## src/rtl/cpu_types_pkg.sv

```systemverilog
// cpu_types_pkg: shared CPU/RAM types for the memory subsystem
package cpu_types_pkg;
  typedef logic [31:0] word_t;
  typedef enum logic [1:0] {FREE, BUSY, ACCESS, ERROR} ramstate_t;
  typedef enum logic {IDLE, XFER} arb_state_t;
endpackage

```

## src/rtl/rr_picker.sv

```systemverilog
// rr_picker: rotate-priority pick of the first set request at or after ptr
module rr_picker #(
  parameter int CPUS = 2,
  parameter int IW = CPUS > 1 ? $clog2(CPUS) : 1
) (
  input  logic [CPUS-1:0] req,
  input  logic [IW-1:0]   ptr,
  output logic [IW-1:0]   idx,
  output logic            valid
);
  // Scan offsets from farthest to nearest so the nearest set request wins
  always_comb begin
    idx = '0;
    valid = |req;
    for (int i = CPUS - 1; i >= 0; i--)
      if (req[(int'(ptr) + i) % CPUS]) idx = IW'((int'(ptr) + i) % CPUS);
  end
endmodule

```

## src/rtl/ram_arbiter.sv

```systemverilog
// ram_arbiter: round-robin share of one RAM port among per-CPU i/d channels
module ram_arbiter
  import cpu_types_pkg::*;
#(
  parameter int CPUS = 2,
  parameter int WORD_W = 32
) (
  input  logic                     CLK,
  input  logic                     RST,
  input  logic [CPUS-1:0]          iREN,
  input  logic [CPUS-1:0]          dREN,
  input  logic [CPUS-1:0]          dWEN,
  input  logic [CPUS*WORD_W-1:0]   iaddr,
  input  logic [CPUS*WORD_W-1:0]   daddr,
  input  logic [CPUS*WORD_W-1:0]   dstore,
  output logic [CPUS-1:0]          iwait,
  output logic [CPUS-1:0]          dwait,
  output logic [CPUS*WORD_W-1:0]   iload,
  output logic [CPUS*WORD_W-1:0]   dload,
  output logic                     ramREN,
  output logic                     ramWEN,
  output logic [WORD_W-1:0]        ramaddr,
  output logic [WORD_W-1:0]        ramstore,
  input  logic [WORD_W-1:0]        ramload,
  input  ramstate_t                ramstate
);
  localparam int IW = CPUS > 1 ? $clog2(CPUS) : 1;
  arb_state_t state_q, state_d;
  logic [IW-1:0] grant_cpu_q, grant_cpu_d, rr_ptr_q, rr_ptr_d, win;
  logic grant_is_d_q, grant_is_d_d, grant_is_wr_q, grant_is_wr_d;
  logic win_valid, live, drive, done;
  logic [WORD_W-1:0] g_iaddr, g_daddr, g_dstore;
  rr_picker #(.CPUS(CPUS)) u_pick (
    .req  (iREN | dREN | dWEN),
    .ptr  (rr_ptr_q),
    .idx  (win),
    .valid(win_valid)
  );
  // Drive the RAM and the requester handshakes from the registered grant
  always_comb begin
    g_iaddr = iaddr[int'(grant_cpu_q)*WORD_W +: WORD_W];
    g_daddr = daddr[int'(grant_cpu_q)*WORD_W +: WORD_W];
    g_dstore = dstore[int'(grant_cpu_q)*WORD_W +: WORD_W];
    live = grant_is_d_q ? (grant_is_wr_q ? dWEN[grant_cpu_q] : dREN[grant_cpu_q]) : iREN[grant_cpu_q];
    drive = state_q == XFER && live;
    done = drive && ramstate == ACCESS;
    ramREN = drive && !grant_is_wr_q;
    ramWEN = drive && grant_is_wr_q;
    ramaddr = drive ? (grant_is_d_q ? g_daddr : g_iaddr) : '0;
    ramstore = drive && grant_is_wr_q ? g_dstore : '0;
    iwait = iREN;
    dwait = dREN | dWEN;
    iload = '0;
    dload = '0;
    if (done && grant_is_d_q) dwait[grant_cpu_q] = 1'b0;
    if (done && !grant_is_d_q) iwait[grant_cpu_q] = 1'b0;
    if (done && grant_is_d_q && !grant_is_wr_q) dload[int'(grant_cpu_q)*WORD_W +: WORD_W] = ramload;
    if (done && !grant_is_d_q) iload[int'(grant_cpu_q)*WORD_W +: WORD_W] = ramload;
  end
  // Grant in IDLE; leave XFER on completion or when the requester withdraws
  always_comb begin
    state_d = state_q;
    grant_cpu_d = grant_cpu_q;
    grant_is_d_d = grant_is_d_q;
    grant_is_wr_d = grant_is_wr_q;
    rr_ptr_d = rr_ptr_q;
    if (state_q == IDLE && win_valid) begin
      state_d = XFER;
      grant_cpu_d = win;
      grant_is_d_d = dREN[win] | dWEN[win];
      grant_is_wr_d = dWEN[win];
    end
    if (state_q == XFER && (!live || ramstate == ACCESS)) state_d = IDLE;
    if (done) rr_ptr_d = grant_cpu_q == IW'(CPUS - 1) ? '0 : grant_cpu_q + 1'b1;
  end
  // Arbiter state; async reset drops any grant so RAM enables fall at once
  always_ff @(posedge CLK or posedge RST) begin
    if (RST) begin
      state_q <= IDLE;
      grant_cpu_q <= '0;
      grant_is_d_q <= 1'b0;
      grant_is_wr_q <= 1'b0;
      rr_ptr_q <= '0;
    end else begin
      state_q <= state_d;
      grant_cpu_q <= grant_cpu_d;
      grant_is_d_q <= grant_is_d_d;
      grant_is_wr_q <= grant_is_wr_d;
      rr_ptr_q <= rr_ptr_d;
    end
  end
endmodule

```

## config.mk

```make
export PLATFORM = sky130hd
export DESIGN_NAME = ram_arbiter
export DESIGN_NICKNAME = d
export VERILOG_FILES = /design/src/rtl/cpu_types_pkg.sv /design/src/rtl/rr_picker.sv /design/src/rtl/ram_arbiter.sv
export SDC_FILE = /design/constraint.sdc
export NUM_CORES = 1
export LEC_CHECK = 0
export ABC_AREA = 1
export CAP_MARGIN = 20
export CORE_AREA = 2 2 168 170
export DETAILED_ROUTE_END_ITERATION = 6
export DIE_AREA = 0 0 170 172
export GPL_ROUTABILITY_DRIVEN = 0
export MAX_ROUTING_LAYER = met4
export PLACE_DENSITY = 0.54
export SLEW_MARGIN = 40
export SYNTH_ARGS = -nofsm -noshare
export SYNTH_HDL_FRONTEND = slang
export SYNTH_SLANG_ARGS = --single-unit
```

## constraint.sdc

```tcl
create_clock -name CLK -period 3.7 [get_ports CLK]
set_input_delay 0.74 -clock CLK [delete_from_list [all_inputs] [get_ports CLK]]
set_output_delay 0.74 -clock CLK [all_outputs]
set_load 0.03 [all_outputs]
```

After elaboration in Yosys (flattened, before gate mapping)
Index checks and enable logic that the tools add are counted.
W data, S select, Z words.
{"block": "word_totals", "register_bits": 5, "inputBits": 234, "out_inout_bits": 198, "elab_cells": 76}
{"block": "classes", "add_sub_neg": 3, "magnitude_cmp": 5, "eq_ne": 1, "shifts": 5, "mux": 31, "bitwise": 10, "n_reduce_logical": 16}
{"operator": "$shiftx A64 B7 Y32", "n": 3}
{"operator": "$mux W64", "n": 2}
{"operator": "$mux W32", "n": 3}
{"operator": "$and A64 B64 Y64", "n": 1}
{"operator": "$shift A32 B33 Y64 const A", "n": 1}
{"operator": "$shiftx A32 B33 Y64", "n": 1}
{"operator": "$neg A6 Y33", "n": 1}
{"operator": "$mux W1", "n": 23}
{"operator": "$logic_and A1 B1 Y1", "n": 10}
{"operator": "$lt A1 B2 Y1 const B", "n": 3}
{"operator": "$or A2 B2 Y2", "n": 3}
{"operator": "$and A2 B2 Y2", "n": 2}
{"operator": "$mux W2", "n": 2}
{"operator": "$logic_not A1 Y1", "n": 3}
{"operator": "$lt A2 B3 Y1 const B", "n": 1}
{"operator": "$add A1 B1 Y1 const B", "n": 2}
{"operator": "$eq A2 B2 Y1 const B", "n": 1}
{"operator": "$not A2 Y2", "n": 1}
{"operator": "$reduce_bool A2 Y1", "n": 1}
{"operator": "$reduce_or A2 Y1", "n": 1}
{"operator": "$and A1 B1 Y1 const A", "n": 1}
{"operator": "$demux W1 S1", "n": 1}
{"operator": "$ge A1 B1 Y1 const B", "n": 1}
{"operator": "$logic_or A1 B1 Y1", "n": 1}
{"operator": "other kinds (2)", "n": 2}

Depth between registers and ports, before layout
Gate-level depths: netlist of the first run.
{"block": "logic_depth", "depth_word": 10, "mapped_depth": 9, "ltp_nobuf": 9}

By module
A second synthesis of the first run with hierarchy kept.
{"block": "hier_totals", "hier_cells": 623, "hier_area_um2": 2819.0}
{"mod": "ram_arbiter", "instances": 1, "cells_each": 619, "area_each_um2": 2800.2, "seq_area_each_um2": 125.1}
{"mod": "rr_picker", "instances": 1, "cells_each": 4, "area_each_um2": 18.8, "seq_area_each_um2": 0.0}

Worst setup path after synthesis of the first run
Ideal clock, no wire load.
{"block": "synth_timing", "path_type": "input port to output port", "startpoint": "input ramstate[1]", "endpoint": "output dload[44]", "arrival_time_ps": 2258, "required_time_ps": 2960, "setup_slack_ps": 702, "stages": 5, "path_buffers": 1, "path_cell_list": "inv_1 nor2_1 nand4_1 clkbuf_1 nor3_1"}
{"block": "synth_via", "elab_chain_cells": 5}
{"item": "from (decl)", "line": "ram_arbiter.sv:25", "text": "input ramstate_t ramstate"}
{"item": "$eq A2 B2 Y1", "line": "ram_arbiter.sv:46", "text": "done = drive && ramstate == ACCESS;"}
{"item": "$logic_and A1 B1 Y1", "line": "ram_arbiter.sv:46"}
{"item": "$logic_and A1 B1 Y1 (2 in series)", "line": "ram_arbiter.sv:57", "text": "if (done && grant_is_d_q && !grant_is_wr_q) dload[int'(grant_cpu_q)*WORD_W +: WORD_W] = ramload;"}
{"item": "$mux W64", "line": "ram_arbiter.sv:57"}
{"item": "to (decl)", "line": "ram_arbiter.sv:19", "text": "output logic [CPUS*WORD_W-1:0] dload,"}
No other way between the ends.

Worst setup path in the final report of the first run
{"block": "layout_timing", "startpoint": "input iREN[0]", "endpoint": "output ramaddr[0]"}
{"block": "layout_via", "elab_chain_cells": 5}
{"item": "from (decl)", "line": "ram_arbiter.sv:10", "text": "input logic [CPUS-1:0] iREN,"}
{"item": "$mux W1 (not written as such) (2 in series)", "line": "ram_arbiter.sv:44", "text": "live = grant_is_d_q ? (grant_is_wr_q ? dWEN[grant_cpu_q] : dREN[grant_cpu_q]) : iREN[grant_cpu_q];"}
{"item": "$mux W1", "line": "ram_arbiter.sv:44"}
{"item": "$logic_and A1 B1 Y1", "line": "ram_arbiter.sv:45", "text": "drive = state_q == XFER && live;"}
{"item": "$mux W32", "line": "ram_arbiter.sv:49", "text": "ramaddr = drive ? (grant_is_d_q ? g_daddr : g_iaddr) : '0;"}
{"item": "to (decl)", "line": "ram_arbiter.sv:22", "text": "output logic [WORD_W-1:0] ramaddr,"}
No other way between the ends. The select of a mux whose other input is x is not followed.

==> results of run 1 <==
==> worst min path at each step <==
| stage | depth (start not counted) | startpoint | endpoint |
|---|---|---|---|
| floorplan | 2 | rr_ptr_q | rr_ptr_q |
| global placement | 2 | rr_ptr_q | rr_ptr_q |
| detailed placement | 2 | rr_ptr_q | rr_ptr_q |
| CTS | 2 | rr_ptr_q | rr_ptr_q |
| global route | 2 | rr_ptr_q | rr_ptr_q |
| finish | 2 | rr_ptr_q | rr_ptr_q |
==> report_power, final <==
part	switching [mW]	total, mW	internal (mW)
registers	0.0452	0.133	0.0876
clock network	0.0336	0.176	0.143
logic	2.37	3.58	1.21
==> cells in the mapped netlist, drive strengths merged <==
master,count
o21ai,8
nand2,283
dfrtp,5
clkinv,1
clkbuf,33
nand4,4
buf,22
nor2,78
a21oi,65
inv,31
nand3,5
a22oi,32
nor3,58
==> sequential cells by signal (all words and copies together), names as in the netlist <==
name,flops
grant_is_wr_q,1
rr_ptr_q,1
state_q,1
grant_is_d_q,1
grant_cpu_q,1
==> per-stage QoR <==
step                      cell area, µm²  TNS, ns  worst slack [ns]  hold WS (ns)
final                               7480        0           0.04944        0.4768
after global routing                7480  -0.7580           -0.1362        0.5091
after CTS                           7410        0          0.006159        0.4819
after detailed placement            7331        0          0.003495        0.4749
after global placement              7330        0           0.02275        0.4631
after floorplan                     2788        0            0.7016        0.4413
==> layer usage <==
metal | vias to the layer above | routed length, µm | global-route usage [%]
met5 | - | 0 | -
met4 | 0 | 346 | 3.456
met2 | 307 | 12150 | 27.33
met1 | 2560 | 9701 | 17.66
met3 | 18 | 1861 | 2.426
li1 | 2815 | - | -
==> layout make-up <==
type                       count  area, µm²
timing repair buffer         455       4394
inverter                      32      121.4
sequential                     5      130.1
antenna                        2      5.005
clock buffer                   4      78.83
fill                        3053      20000
multi-input combinational    533       2317
tap                          346      432.9
==> logic make-up after synthesis <==
| logic type | Yosys count | synth area share [%] |
|---|---|---|
| buf+inv | 87 | 12.39 |
| compound gates | 105 | 22.13 |
| simple gates | 428 | 61.00 |
| flops | 5 | 4.488 |
==> repair_timing <==
item / in CTS / in global routing
resized for setup: 0 / 26
setup buffers: 0 / 0
setup endpoints to repair: 0 / 32
==> critical path, stage by stage <==
cell and delay (ns):
clkdlybuf4s50_1 0.48, inv_1 0.05, nor2_1 0.11, o21ai_0 0.15
a21oi_4 0.24, inv_2 0.24, a21oi_1 0.19, clkdlybuf4s50_1 0.69
==> results.py, run 1 <==
metrics = {
    "cts": {
        "clk_path_buf_depth": 2,
        "cts_sinks": 5,
        "worstSkewPairLatency_ns": 0.23,
        "cts_hold_buf": 0,
        "clkTransAtPathRegs_ns": 0.03,
        "cts_tree": "done",
        "cts-htree-levels": 1,
        "root_buffer": "clkbuf_16",
        "cts_buffers": 3,
    },
    "power_and_ir_drop": {
        "p_leak_nw": 3.827,
        "power_mw": 3.891,
        "power_density_mw_per_mm2": 520.2,
        "ir_worst_vdd_mv": 0.2906,
    },
    "placement": {
        "place.detailed.hpwl_um": 19540,
        "io_buffers": 431,
        "dp_cells": 1371,
    },
    "flow_run": {
        "maxCapViolations": 0,
    },
    "logic_synthesis": {
        "yosys.area.top_type": "nand2_1",
        "netlist_instances": 625,
        "avgSynthCellArea_um2": 4.460,
        "netlist_area_mm2": 0.002788,
        "synthesis.nets": 859,
        "yosysWarnings": 0,
        "synth_top_area_share_pct": 38.11,
        "ys_types": 17,
        "ys_ff_latch": 5,
        "ys_top_cells_by_area": "nand2_1, a21oi_1, nor2_1",
        "ys_seq_area_share_pct": 4.488,
    },
    "cells_and_area": {
        "layout_common_cells": "nand2_1, clkdlybuf4s50_1, buf_4",
        "fin_nets": 1264,
        "drive_gt1_share_pct": 19.63,
        "area_growth_pct": 168.3,
        "finalNonFillerCells": 1377,
        "final_common_cell": "nand2_1",
        "post-route-util_pct": 27.22,
    },
    "worst_setup_path": {
        "ff2ff_setup_slack_ns": 1.38,
        "start_kind": "input port",
        "critPathArrivalTime_ns": 2.91,
        "crit_end": "ramaddr[0]",
        "r2r-end": "state_q",
        "timing.rr.start": "grant_is_d_q",
        "r2r_cells": 7,
        "required_ns": 2.96,
        "crit_start": "iREN[0]",
        "crit_type": "in2out",
        "end_kind": "output port",
        "crit_path_max_fanout": 25,
    },
    "timing": {
        "fin_skew_ns": 0.001590,
        "fmax_mhz": 273.9,
        "hold_violations": 0,
        "period_share_pct": 98.66,
        "rsz0062_at_grt": "true",
        "worstMarginPinSlew_ns": 0.6472,
        "relSlewSlack_pct": 56.40,
        "slew_violations": 0,
        "setup_violations": 0,
        "fin_crit_ns": 3.651,
    },
    "global_routing": {
        "grt_overflow": 0,
        "grtUsageTotal_pct": 15.14,
        "grt_start_max_net_pins": 55,
        "grt_pass1_wl_um": 33010,
        "antenna_found_initial": 2,
        "grt_pass1_vias": 5526,
    },
    "outcome": {
        "outcome": "completed",
    },
    "die": {
        "num_rows": 61,
        "ioPinCount": 432,
        "die_h_um": 172,
        "die_area_mm2": 0.02924,
        "die_w_um": 170,
        "initial_core_util_pct": 10.15,
        "coreArea_mm2": 0.02748,
    },
    "routing": {
        "drt_iter0_drc": 190,
        "drtPass1Iterations": 4,
        "routedWlPerCell_um": 17.48,
        "ant_nets": 0,
        "vias": 5700,
        "vias_per_cell": 4.139,
        "routed_wl_um": 24060,
        "drc": 0,
    },
    "worst_hold_path": {
        "worst_hold_path_type": "reg2reg",
    },
}
No activity file was read; power rests on OpenSTA's default activity.
==> inputs of run 2 (changes only) <==
--- a/config.mk
+++ b/config.mk
@@ -6,7 +6,7 @@
 export NUM_CORES = 1
 export LEC_CHECK = 0
 export ABC_AREA = 1
-export CAP_MARGIN = 20
+export CAP_MARGIN = 5
 export CORE_AREA = 2 2 168 170
 export DETAILED_ROUTE_END_ITERATION = 6
 export DIE_AREA = 0 0 170 172
==> results of run 2 <==
No change in the layout: final DEF, timing and power equal those of run 1.
==> inputs of run 3 (changes only) <==
--- a/config.mk
+++ b/config.mk
@@ -13,6 +13,7 @@
 export GPL_ROUTABILITY_DRIVEN = 0
 export MAX_ROUTING_LAYER = met4
 export PLACE_DENSITY = 0.54
+export SKIP_LAST_GASP = 1
 export SLEW_MARGIN = 40
 export SYNTH_ARGS = -nofsm -noshare
 export SYNTH_HDL_FRONTEND = slang
==> results of run 3 <==
No change in the layout: final DEF, timing and power equal those of run 1.
